## config.mk

```make
export PLATFORM = sky130hd
export DESIGN_NAME = seq_divider
export DESIGN_NICKNAME = d
export VERILOG_FILES = /design/src/rtl/seq_divider_pkg.sv /design/src/rtl/div_step.sv /design/src/rtl/seq_divider.sv
export SDC_FILE = /design/constraint.sdc
export NUM_CORES = 1
export LEC_CHECK = 0
export ABC_CLOCK_PERIOD_IN_PS = 1900
export CELL_PAD_IN_SITES_DETAIL_PLACEMENT = 1
export CELL_PAD_IN_SITES_GLOBAL_PLACEMENT = 2
export CORE_MARGIN = 5
export CORE_UTILIZATION = 34
export CTS_CLUSTER_SIZE = 24
export DETAILED_ROUTE_END_ITERATION = 8
export DONT_BUFFER_PORTS = 1
export PLACE_DENSITY_LB_ADDON = 0.08
export SKIP_CTS_REPAIR_TIMING = 1
export SYNTH_ARGS = -nofsm -noshare
export SYNTH_HDL_FRONTEND = slang
export SYNTH_SLANG_ARGS = --single-unit
```

## constraint.sdc

```tcl
create_clock -name clk -period 1.9 [get_ports clk]
set_input_delay 0.19 -clock clk [delete_from_list [all_inputs] [get_ports clk]]
set_output_delay 0.19 -clock clk [all_outputs]
set_load 0.02 [all_outputs]
```

## src/rtl/seq_divider_pkg.sv

```systemverilog
// Shared definitions for the sequential restoring divider: FSM encodings and
// the iteration-counter width helper.
package seq_divider_pkg;

    localparam logic [1:0] ST_IDLE = 2'd0;
    localparam logic [1:0] ST_RUN  = 2'd1;
    localparam logic [1:0] ST_DONE = 2'd2;

    // Wide enough to hold N itself, so the counter never wraps mid-division.
    function automatic int cnt_w(input int n);
        return $clog2(n + 1);
    endfunction

endpackage

```

## src/rtl/div_step.sv

```systemverilog
// One restoring-division iteration: shift in the next dividend bit, trial
// subtract the divisor at N+1 bits, and keep or restore the partial remainder.
module div_step #(
    parameter int N = 4
) (
    input  logic [N:0]   rem,
    input  logic         dvd_msb,
    input  logic [N-1:0] dvs,
    output logic [N:0]   rem_next,
    output logic         qbit
);

    logic [N:0] t;
    logic [N:0] d;

    // t < 2*dvs, so the extra bit makes d[N] an exact borrow flag.
    assign t        = {rem[N-1:0], dvd_msb};
    assign d        = t - {1'b0, dvs};
    assign qbit     = ~d[N];
    assign rem_next = qbit ? d : t;

endmodule

```

## src/rtl/seq_divider.sv

```systemverilog
// Unsigned sequential restoring divider, one quotient bit per clock, with a
// start/done handshake and a divide-by-zero short path.
module seq_divider
    import seq_divider_pkg::*;
#(
    parameter int N = 4
) (
    input  logic         clk,
    input  logic         rst,
    input  logic         start,
    input  logic [N-1:0] A,
    input  logic [N-1:0] B,
    output logic         busy,
    output logic         done,
    output logic [N-1:0] Q,
    output logic [N-1:0] Rm,
    output logic         dz
);

    localparam int CW = cnt_w(N);

    logic [1:0]    state;
    logic [N-1:0]  dvd;
    logic [N-1:0]  dvs;
    logic [N:0]    rem;
    logic [N:0]    rem_next;
    logic          qbit;
    logic [CW-1:0] cnt;
    logic [N-1:0]  dvd_next;

    div_step #(.N(N)) u_step (
        .rem      (rem),
        .dvd_msb  (dvd[N-1]),
        .dvs      (dvs),
        .rem_next (rem_next),
        .qbit     (qbit)
    );

    // Dividend bits leave at the top while quotient bits enter at the bottom.
    assign dvd_next = {dvd[N-2:0], qbit};

    always_ff @(posedge clk or posedge rst) begin
        if (rst) begin
            state <= ST_IDLE;
            busy  <= 1'b0;
            done  <= 1'b0;
            Q     <= '0;
            Rm    <= '0;
            dz    <= 1'b0;
            dvd   <= '0;
            dvs   <= '0;
            rem   <= '0;
            cnt   <= '0;
        end else begin
            done <= 1'b0;
            case (state)
                ST_IDLE: begin
                    if (start) begin
                        if (B != '0) begin
                            state <= ST_RUN;
                            busy  <= 1'b1;
                            dvd   <= A;
                            dvs   <= B;
                            rem   <= '0;
                            cnt   <= '0;
                        end else begin
                            // Divide by zero completes immediately without iterating.
                            state <= ST_DONE;
                            Q     <= '1;
                            Rm    <= A;
                            dz    <= 1'b1;
                            done  <= 1'b1;
                        end
                    end
                end
                ST_RUN: begin
                    rem <= rem_next;
                    dvd <= dvd_next;
                    cnt <= cnt + 1'b1;
                    if (cnt == CW'(N - 1)) begin
                        state <= ST_DONE;
                        busy  <= 1'b0;
                        done  <= 1'b1;
                        Q     <= dvd_next;
                        Rm    <= rem_next[N-1:0];
                        dz    <= 1'b0;
                    end
                end
                ST_DONE: begin
                    state <= ST_IDLE;
                end
                default: begin
                    state <= ST_IDLE;
                    busy  <= 1'b0;
                end
            endcase
        end
    end

endmodule
```

==> summary.txt, run 1 <==
Yosys
  – Number of synthesized register bits: 28
  – Most used DFF post-synth: dfrtp_1
  – Syn Area/Cell: roughly 9.5 um2
  – Synthesis warning total: 0
  – Post-Syn Nets: approximately 170
  – Post-synth design cell area: around 0.0015 mm2
  – Cell count after synthesis: ~160
  – Post-synth EDFFs: 0
  – Sequential area share after synthesis: 0.477
  – Async S/R FF share, synth: 1.00
  – Cell variety after synth: 38

Status
  – Failing checks: negative setup slack
  – Status: complete, but fails checks

Worst setup path
  – Critical Path Max Stage Delay: 420 ps
  – Arr. time, crit path: 2140 ps
  – Worst Path Required: 2070 ps
  – Worst R2R Setup Slack: -70 ps
  – Startpoint Class: flip-flop
  – Slowest CP cell: dfrtp_1
  – CP Capture Type: flip-flop
  – Crit path max fanout: 7
  – Critical path class: flip-flop to flip-flop
  – Crit-path cells: ha_4 > fa_2 > nand2b_4 > o2bb2ai_4 > and4b_1 > a311oi_2 > a31oi_1

Detailed routing
  – Post-Route WL: approximately 3.6 mm
  – Per-cell routed wire length: ~17 um
  – Vias per Instance: between 5 and 6
  – Initial drt markers: roughly 50
  – Pre-Repair DR Iteration Count: 4
  – Detail Route Antenna Nets: 0
  – Detailed-route DRC error count: 0
  – Vias: 1,095

Global route
  – Global route overflow: 0
  – First-pass GRT wire length: around 6.0 mm
  – GRT Overall Usage: 0.142
  – Largest net degree at the start of global routing: 29
  – Initial antenna violation count: 0
  – Number of global-route vias before repair: roughly 1,200

Place
  – Port Buf Inserts: 0
  – DP Wirelength: 2.76 mm
  – Worst slack, placed: -101 ps
  – GPL Wtd Cong: 0.773

Floorplanning
  – # rows: 23
  – Ports: 22
  – DIE AREA: ~0.0057 mm2
  – Core Footprint: between 0.004 and 0.005 mm2
  – Die height: 75.7 um
  – Starting Density: 0.359
  – Die X: 75.7 um

CTS
  – Clk_lat worst skew: approximately 280 ps
  – Clk pin slew, worst setup/hold paths: ~100 ps
  – Clock sinks: 28
  – Root Buffer: clkbuf_8
  – CTS tree: built
  – Clock tree buffer depth: 2
  – H-Tree Depth: 1
  – Total CTS buffers: 3

Cells and area
  – Area Growth Syn to Fin: 20.8%
  – ANT cells: 0
  – Share of layout cells above drive strength 1: 0.217
  – Final core occ: 0.434
  – Final layout net count: between 150 and 200

Hold path
  – Worst hold path class: input port to flip-flop

Job
  – Max-Cap Viols: 0

Timing
  – Max transition margin: 0.507
  – Fin crit share: 1.04
  – Minimum clock period: 1970 ps
  – Pins Over Slew Limit: 0
  – RSZ-0062 raised after global routing: yes
  – Final Hold Viols: 0
  – Worst clock skew: between 5 and 6 ps
  – Fmax: between 500 and 600 MHz
  – Final worst slack: -69.9 ps
  – # setup viols final: 6
  – Least-Margin Pin Slew: around 730 ps

Power
  – Total power: 0.00392 W
  – Lkg Pwr: around 0.8 nW
  – Worst VDD drop: 0.000679 V
  – Pwr Density: between 2000 and 2500 mW/mm2
final timing paths:
check / from / to / depth (start not counted)
max in group asynchronous: rst / dvs[1] / 3
worst max-delay path: dvs[0] / Rm[1] / 7
worst max register to register: dvs[0] / Rm[1] / 7
worst min-delay path: B[2] / dvs[2] / 2
worst min register to register: cnt[0] / cnt[0] / 1
min in group asynchronous: rst / cnt[2] / 3
layout by cell type (no fill, tap or decap), types with 2 or more instances in the layout:
master,n
dfrtp_1,28
nor2_1,22
nand2_1,20
buf_4,12
inv_1,9
a21oi_1,7
a31oi_1,7
o21ai_0,6
nand3_1,5
ha_1,5
clkbuf_8,3
nor2b_1,2
nand2b_4,2
and4b_1,2
or3_1,2
nand3b_1,2
a21oi_2,2
o22ai_1,2
buf_6,2
power breakdown:
part | internal (W) | switching [W] | leakage (nW) | total (W)
Clock | 0.000283 | 0.000206 | 0.0357 | 0.000489
Combinational | 0.00108 | 0.00109 | 0.435 | 0.00217
Sequential | 0.000875 | 0.000382 | 0.329 | 0.00126
Total | 0.00223 | 0.00168 | 0.800 | 0.00392
cells in the mapped netlist (all sizes together), types with 2 or more instances:
library cell / n / area share
a21oi: 9 / 0.036
a31oi: 7 / 0.030
and4b: 2 / 0.014
buf: 2 / 0.011
clkbuf: 6 / 0.015
dfrtp: 28 / 0.48
ha: 6 / 0.051
inv: 10 / 0.026
nand2: 20 / 0.051
nand2b: 3 / 0.013
nand3: 5 / 0.017
nand3b: 2 / 0.010
nor2: 22 / 0.056
nor2b: 2 / 0.0085
nor3: 2 / 0.0068
o21ai: 6 / 0.020
o22ai: 2 / 0.0085
o41ai: 2 / 0.025
or3: 2 / 0.0085
xnor2: 2 / 0.012
worst max-delay path: cells and delay by family (launching register included):
kind                       cells  cell delay (ps)
AOI/OAI and AO/OA              3              550
DFF                            1              420
adders and majority gates      2              500
and+or+nand+nor                2              370
sequential cells by signal (all words and copies together) (netlist names):
| signal | count |
|---|---|
| Q | 4 |
| Rm | 4 |
| dvd | 4 |
| dvs | 4 |
| rem | 4 |
| cnt | 3 |
| state | 2 |
| busy | 1 |
| done | 1 |
| dz | 1 |
through the flow:
step	setup TNS (ps)	hold slack [ps]	area (um2)	cells
CTS	-439	-138	1690	213
floorplan	0	255	1500	155
global route	-911	19.2	1770	216
global placement	-106	177	1620	209
detailed placement	-383	183	1620	209
finish	-190	21.2	1770	216
logic make-up (layout without fill, tap and decap cells):
| logic type | count (synthesis) | in the layout | synth area share |
|---|---|---|---|
| AOI/OAI and AO/OA | 35 | 35 | 0.176 |
| xor gates and xnor gates | 3 | 3 | 0.0179 |
| adders and majority gates | 7 | 7 | 0.0648 |
| buffers and inverters | 18 | 29 | 0.0520 |
| DFF | 28 | 28 | 0.477 |
| muxes | 2 | 2 | 0.0145 |
| and+or+nand+nor | 62 | 62 | 0.197 |
metal layers:
layer,up-vias,global-route usage,part of all wire
met5,-,0,0
li1,557,-,-
met1,518,0.203,0.49
met3,4,0.0251,0.032
met2,16,0.215,0.46
met4,0,0.0524,0.015
cell type report:
cell class / count / area [um2]
Inverter: 10 / 37.5
Timing Repair Buffer: 15 / 123
Clock inverter: 1 / 30.0
Multi-Input combinational cell: 109 / 778
Fill cell: 471 / 2310
Sequential cell: 28 / 701
Clock buffer: 3 / 41.3
Tap cell: 50 / 62.6
(Power assumes the default switching activity.)
==> run 2: changes to the inputs <==
--- a/config.mk
+++ b/config.mk
@@ -13,7 +13,7 @@
 export CTS_CLUSTER_SIZE = 24
 export DETAILED_ROUTE_END_ITERATION = 8
 export DONT_BUFFER_PORTS = 1
-export PLACE_DENSITY_LB_ADDON = 0.08
+export PLACE_DENSITY = 0.71
 export SKIP_CTS_REPAIR_TIMING = 1
 export SYNTH_ARGS = -nofsm -noshare
 export SYNTH_HDL_FRONTEND = slang
==> run 2 against run 1 <==
Against the previous run:
- the flow still finishes with violations (negative setup slack)
- setup slack improved by 5.4 ps
- fmax increased by 0.27%
- global-route usage decreased by 0.34 points
- total power decreased by 1.7%
- critical path depth unchanged
- first-iteration DRC count decreased by 18%
- cell count decreased by 1.9%
- sequential power about the same
- critical path type unchanged
- largest cell class unchanged
==> summary.txt, run 2 (synthesis results as in run 1) <==
Global route
  – Largest net degree at the start of global routing: 29 (unchanged)
  – Number of global-route vias before repair: 1,204 (+2.6%)
  – Initial antenna violation count: 0 (unchanged)
  – GRT Overall Usage: 0.139 (-0.00341)
  – Global route overflow: 0 (unchanged)
  – First-pass GRT wire length: 5.94 mm (-1.5%)

Cells and area
  – Final layout net count: 181 (-2.2%)
  – Commonest non-fill, non-tap cell in the layout: dfrtp_1
  – Fin cells: 212 (-1.9%)
  – ANT cells: 0 (unchanged)
  – Filler instances: 482 (+2.3%)
  – Multi-input gate area: 776 um2 (-0.32%)
  – Area Growth Syn to Fin: 19.2%
  – Most frequent cells in the layout: dfrtp_1 (28), nor2_1 (21), nand2_1 (19)
  – FF/Latch Area: 701 um2 (unchanged)
  – Share of layout cells above drive strength 1: 0.204 (-0.0132)

Place
  – Worst slack, placed: -96.2 ps (+5.04 ps)
  – Placed Instances: 207 (-0.96%)
  – DP Wirelength: 2.73 mm (-1.4%)
  – GPL Wtd Cong: 0.834 (+7.9%)
  – Port Buf Inserts: 0 (unchanged)

CTS
  – Clock sinks: 28 (unchanged)
  – Clock tree buffer depth: 2 (unchanged)
  – H-Tree Depth: 1 (unchanged)
  – Clk pin slew, worst setup/hold paths: 90 ps (about the same)
  – Total CTS buffers: 3 (unchanged)
  – Clk_lat worst skew: 270 ps (about the same)
  – Root Buffer: clkbuf_8
  – CTS tree: built

Hold path
  – Worst hold path class: input port to flip-flop

Floorplanning
  – Starting Density: 0.359 (unchanged)
  – Ports: 22 (unchanged)
  – DIE AREA: 0.00573 mm2 (unchanged)
  – Core Footprint: 0.00409 mm2 (unchanged)
  – # rows: 23 (unchanged)
  – Die height: 75.7 um (unchanged)
  – Die X: 75.7 um (unchanged)

Timing
  – Fin crit share: 1.03 (-0.00284)
  – Final Hold Viols: 0 (unchanged)
  – Minimum clock period: 1960 ps (-5.39 ps)
  – RSZ-0062 raised after global routing: yes
  – Final worst slack: -64.5 ps (+5.39 ps)
  – Least-Margin Pin Slew: 818 ps (+84.6 ps)
  – Fmax: 509 MHz (+0.27%)
  – # setup viols final: 5 (-1)
  – Pins Over Slew Limit: 0 (unchanged)
  – Total negative slack: -125 ps (+64.7 ps)
  – Max transition margin: 0.450 (-0.0568)
  – Worst clock skew: 6.79 ps (+1.78 ps)

Worst setup path
  – R2r endpoint: Rm[1]
  – CP top delay family: compound AO/OA/AOI/OAI gates
  – Slowest CP cell: dfrtp_1
  – CP Capture Type: flip-flop
  – Worst setup path startpoint: dvs[0]
  – Worst Path Required: 2050 ps (-20 ps)
  – Critical path class: flip-flop to flip-flop
  – Buf+Inv Stages, Crit Path: 0 (unchanged)
  – Crit-path cells: ha_4 > fa_2 > nand2b_4 > o2bb2ai_4 > and4b_1 > a311oi_2 > a31oi_1
  – Crit path max fanout: 7 (unchanged)
  – Worst-case reg-to-reg path depth: 7 (unchanged)
  – Setup crit end: Rm[1]
  – Startpoint Class: flip-flop
  – WP depth: 7 (unchanged)
  – Critical Path Max Stage Delay: 420 ps (about the same)
  – Arr. time, crit path: 2110 ps (-30 ps)
  – Worst R2R Setup Slack: -60 ps (about the same)
  – Worst reg2reg startpoint: dvs[0]

Detailed routing
  – Per-cell routed wire length: 17.1 um (+2.5%)
  – Detail Route Antenna Nets: 0 (unchanged)
  – Post-Route WL: 3.63 mm (+0.55%)
  – Pre-Repair DR Iteration Count: 4 (unchanged)
  – Initial drt markers: 40 (-18%)
  – Detailed-route DRC error count: 0 (unchanged)
  – Vias per Instance: 5.35 (+5.6%)
  – Vias: 1,135 (+3.7%)

Power
  – Pwr Density: 2200 mW/mm2 (-0.39%)
  – Worst VDD drop: 0.000599 V (-12%)
  – Lkg Pwr: 0.779 nW (-2.6%)

Job
  – Max-Cap Viols: 0 (unchanged)

Status
  – Failing checks: negative setup slack
  – Status: complete, but fails checks
run 2: area by class of cell:
cell class	count	share of cell area
Multi-Input combinational cell	109	0.443
Tap cell	50	0.0358
Clock inverter	1	0.0172
Sequential cell	28	0.401
Inverter	10	0.0215
Clock buffer	3	0.0236
Timing Repair Buffer	11	0.0579
run 2: per-layer routing:
layer	vias to the layer above	track usage	wire, um
met5	-	0	0
met4	0	0.0291	21
met3	2	0.0264	174
met2	17	0.231	1760
met1	562	0.188	1680
li1	554	-	-
run 2: metrics by stage:
stage / utilization / cell area (um2) / total power [W] / hold WS, ps
finish: 0.428 / 1750 / 0.00385 / 40.8
global placement: 0.395 / 1620 / 0.00312 / 174
global route: 0.428 / 1750 / 0.00418 / 40.0
floorplan: - / 1500 / 0.00258 / 255
detailed placement: 0.395 / 1620 / 0.00322 / 181
CTS: 0.413 / 1690 / 0.00372 / -127
run 2: how the worst min path moves through the flow:
stage / start / end / slack (ps) / cells past startpoint
2_1_floorplan: rst / Q[0] / 260 / 1
3_3_place_gp: rst / dz / 170 / 2
3_5_place_dp: rst / cnt[1] / 180 / 2
4_1_cts: rst / cnt[1] / -130 / 2
5_1_grt: B[2] / dvs[2] / 40 / 2
6_report: B[3] / dvs[3] / 40 / 2
run 2: worst register-to-register path: cells and delay by family (launching register included):
family | cells | cell delay [ps]
flops | 1 | 420
compound gates | 3 | 540
simple gates | 2 | 380
fa+ha+maj | 2 | 510
run 2: power breakdown:
part,internal (W),total [W],leakage (nW),switching [W]
logic,0.00102,0.00212,0.414,0.00111
clock network,0.000282,0.000467,0.0357,0.000185
registers,0.000875,0.00126,0.329,0.000384
total,0.00217,0.00385,0.779,0.00167
==> run 3: changes to the inputs <==
--- a/config.mk
+++ b/config.mk
@@ -14,7 +14,6 @@
 export DETAILED_ROUTE_END_ITERATION = 8
 export DONT_BUFFER_PORTS = 1
 export PLACE_DENSITY = 0.71
-export SKIP_CTS_REPAIR_TIMING = 1
 export SYNTH_ARGS = -nofsm -noshare
 export SYNTH_HDL_FRONTEND = slang
 export SYNTH_SLANG_ARGS = --single-unit
==> run 3 against run 2 <==
Against the previous run:
- the flow still finishes with violations (negative setup slack)
- fmax is 0.21% lower
- critical endpoint is now Q[0]
- first-iteration DRC count is 7.5% higher
- non-clock buffer count is 2 higher
- design area is 1.6% higher
- clock-buffer cell count stayed put
- wire length is 1.4% higher
- critical path depth is 1 higher
- setup slack worse by 4.1 ps
- sequential cell count stayed put
- die area stayed put
- clock power is 1% higher
- cell count is 0.94% higher
==> summary.txt, run 3 (synthesis results as in run 1) <==
Status
  – Status: complete, but fails checks
  – Failing checks: negative setup slack

Place
  – GPL Wtd Cong: 0.834 (unchanged)
  – DP Wirelength: 2.73 mm (unchanged)
  – Worst slack, placed: -96.2 ps (unchanged)
  – Port Buf Inserts: 0 (unchanged)

Job
  – Max-Cap Viols: 0 (unchanged)

Global route
  – Largest net degree at the start of global routing: 29 (unchanged)
  – GRT Overall Usage: 0.141 (+0.00274)
  – Met3 usage: 0.0277 (+0.00132)
  – GR Layer Usage met2: 0.232 (+0.000959)
  – First-pass GRT wire length: 6.09 mm (+2.4%)
  – Global route overflow: 0 (unchanged)
  – Busiest layer in global routing: met2
  – Routing usage on met1: 0.190 (+0.00246)
  – Number of global-route vias before repair: 1,233 (+2.4%)
  – Initial antenna violation count: 0 (unchanged)

Cells and area
  – Filler instances: 479 (-0.62%)
  – Share of layout cells above drive strength 1: 0.213 (+0.00971)
  – Most frequent cells in the layout: dfrtp_1 (28), nor2_1 (21), nand2_1 (20)
  – Multi-input gate area: 777 um2 (+0.16%)
  – Area Growth Syn to Fin: 21.1%
  – FF/Latch Area: 701 um2 (unchanged)
  – ANT cells: 0 (unchanged)
  – Final layout net count: 183 (+1.1%)
  – Commonest non-fill, non-tap cell in the layout: dfrtp_1

Worst setup path
  – Crit-path cells: ha_4 > fa_2 > nand2b_4 > o2bb2ai_4 > buf_12 > xnor2_4 > buf_6 > o22a_2
  – Critical path class: flip-flop to flip-flop
  – CP top delay family: adder cells
  – CP Capture Type: flip-flop
  – Buf+Inv Stages, Crit Path: 2 (+2)
  – Startpoint Class: flip-flop
  – Slowest CP cell: dfrtp_1
  – Crit path max fanout: 5 (-2)
  – Worst Path Required: 2080 ps (+30 ps)
  – Arr. time, crit path: 2150 ps (+40 ps)
  – Critical Path Max Stage Delay: 420 ps (about the same)

Detailed routing
  – Pre-Repair DR Iteration Count: 4 (unchanged)
  – Detailed-route DRC error count: 0 (unchanged)
  – Post-Route WL: 3.68 mm (+1.4%)
  – Initial drt markers: 43 (+7.5%)
  – Vias: 1,140 (+0.44%)
  – Per-cell routed wire length: 17.2 um (+0.46%)
  – Detail Route Antenna Nets: 0 (unchanged)
  – Vias per Instance: 5.33 (-0.50%)

Floorplanning
  – Core Footprint: 0.00409 mm2 (unchanged)
  – Die X: 75.7 um (unchanged)
  – DIE AREA: 0.00573 mm2 (unchanged)
  – # rows: 23 (unchanged)
  – Die height: 75.7 um (unchanged)
  – Ports: 22 (unchanged)
  – Starting Density: 0.359 (unchanged)

Timing
  – Fmax: 508 MHz (-0.21%)
  – Final Hold Viols: 0 (unchanged)
  – Final worst slack: -68.6 ps (-4.13 ps)
  – Least-Margin Pin Slew: 823 ps (+4.79 ps)
  – # setup viols final: 8 (+3)
  – Worst clock skew: 10.4 ps (+3.65 ps)
  – Minimum clock period: 1970 ps (+4.13 ps)
  – RSZ-0062 raised after global routing: yes
  – Max transition margin: 0.447 (-0.00322)
  – Minimum hold slack: 40.5 ps (-0.287 ps)
  – Total negative slack: -339 ps (-214 ps)
  – Pins Over Slew Limit: 0 (unchanged)
  – Fin crit share: 1.04 (+0.00217)

CTS
  – Total CTS buffers: 3 (unchanged)
  – Clk_lat worst skew: 280 ps (about the same)
  – CTS tree: built
  – Clock sinks: 28 (unchanged)
  – Clk pin slew, worst setup/hold paths: 100 ps (about the same)
  – Clock tree buffer depth: 2 (unchanged)
  – Root Buffer: clkbuf_8
  – H-Tree Depth: 1 (unchanged)

Power
  – Pwr Density: 2260 mW/mm2 (+2.5%)
  – Worst VDD drop: 0.000759 V (+27%)
  – Total power: 0.00401 W (+4.2%)
  – Lkg Pwr: 0.793 nW (+1.9%)

Hold path
  – Worst hold path class: input port to flip-flop
==> run 3: timing repair <==
item	in CTS	in global routing
pin swaps	3	5
setup buffers	0	2
resized for setup	8	3
endpoints found under the setup margin	8	10
hold endpoints to repair	28	0
hold buffers	1	0
==> run 3: cell type report <==
class                   instances  share of cell area
multi-input cells             109               0.437
clock inverters                 1              0.0169
repair buffers                 13              0.0725
flip-flops and latches         28               0.394
inverters                      10              0.0211
well taps                      50              0.0352
clock buffers                   3              0.0232
==> run 3: layer usage <==
metal	vias to the layer above	routed length, um
met5	-	0
met4	0	54
met3	4	179
met2	19	1730
met1	565	1720
li1	552	-
==> run 3: power breakdown <==
part,switching [W],internal (W)
registers,0.000387,0.000875
logic,0.00114,0.00113
clock network,0.000192,0.000282
total,0.00172,0.00229
==> run 3: worst paths after layout <==
kind                       slack (ps)      to    from  cells past startpoint
max                               -70    Q[0]  dvs[0]                      8
min                                40  dvs[3]    B[3]                      2
max reg2reg                       -70    Q[0]  dvs[0]                      8
min reg2reg                       510  cnt[0]  cnt[0]                      1
max in group asynchronous        1210  dvs[0]     rst                      3
min in group asynchronous         410    done     rst                      3
==> run 3: per-stage QoR <==
stage	util	std cells	cell area [um2]
4_1_cts	0.427	212	1740
2_1_floorplan	-	155	1500
6_report	0.435	214	1780
5_1_grt	0.435	214	1780
3_3_place_gp	0.395	207	1620
3_5_place_dp	0.395	207	1620
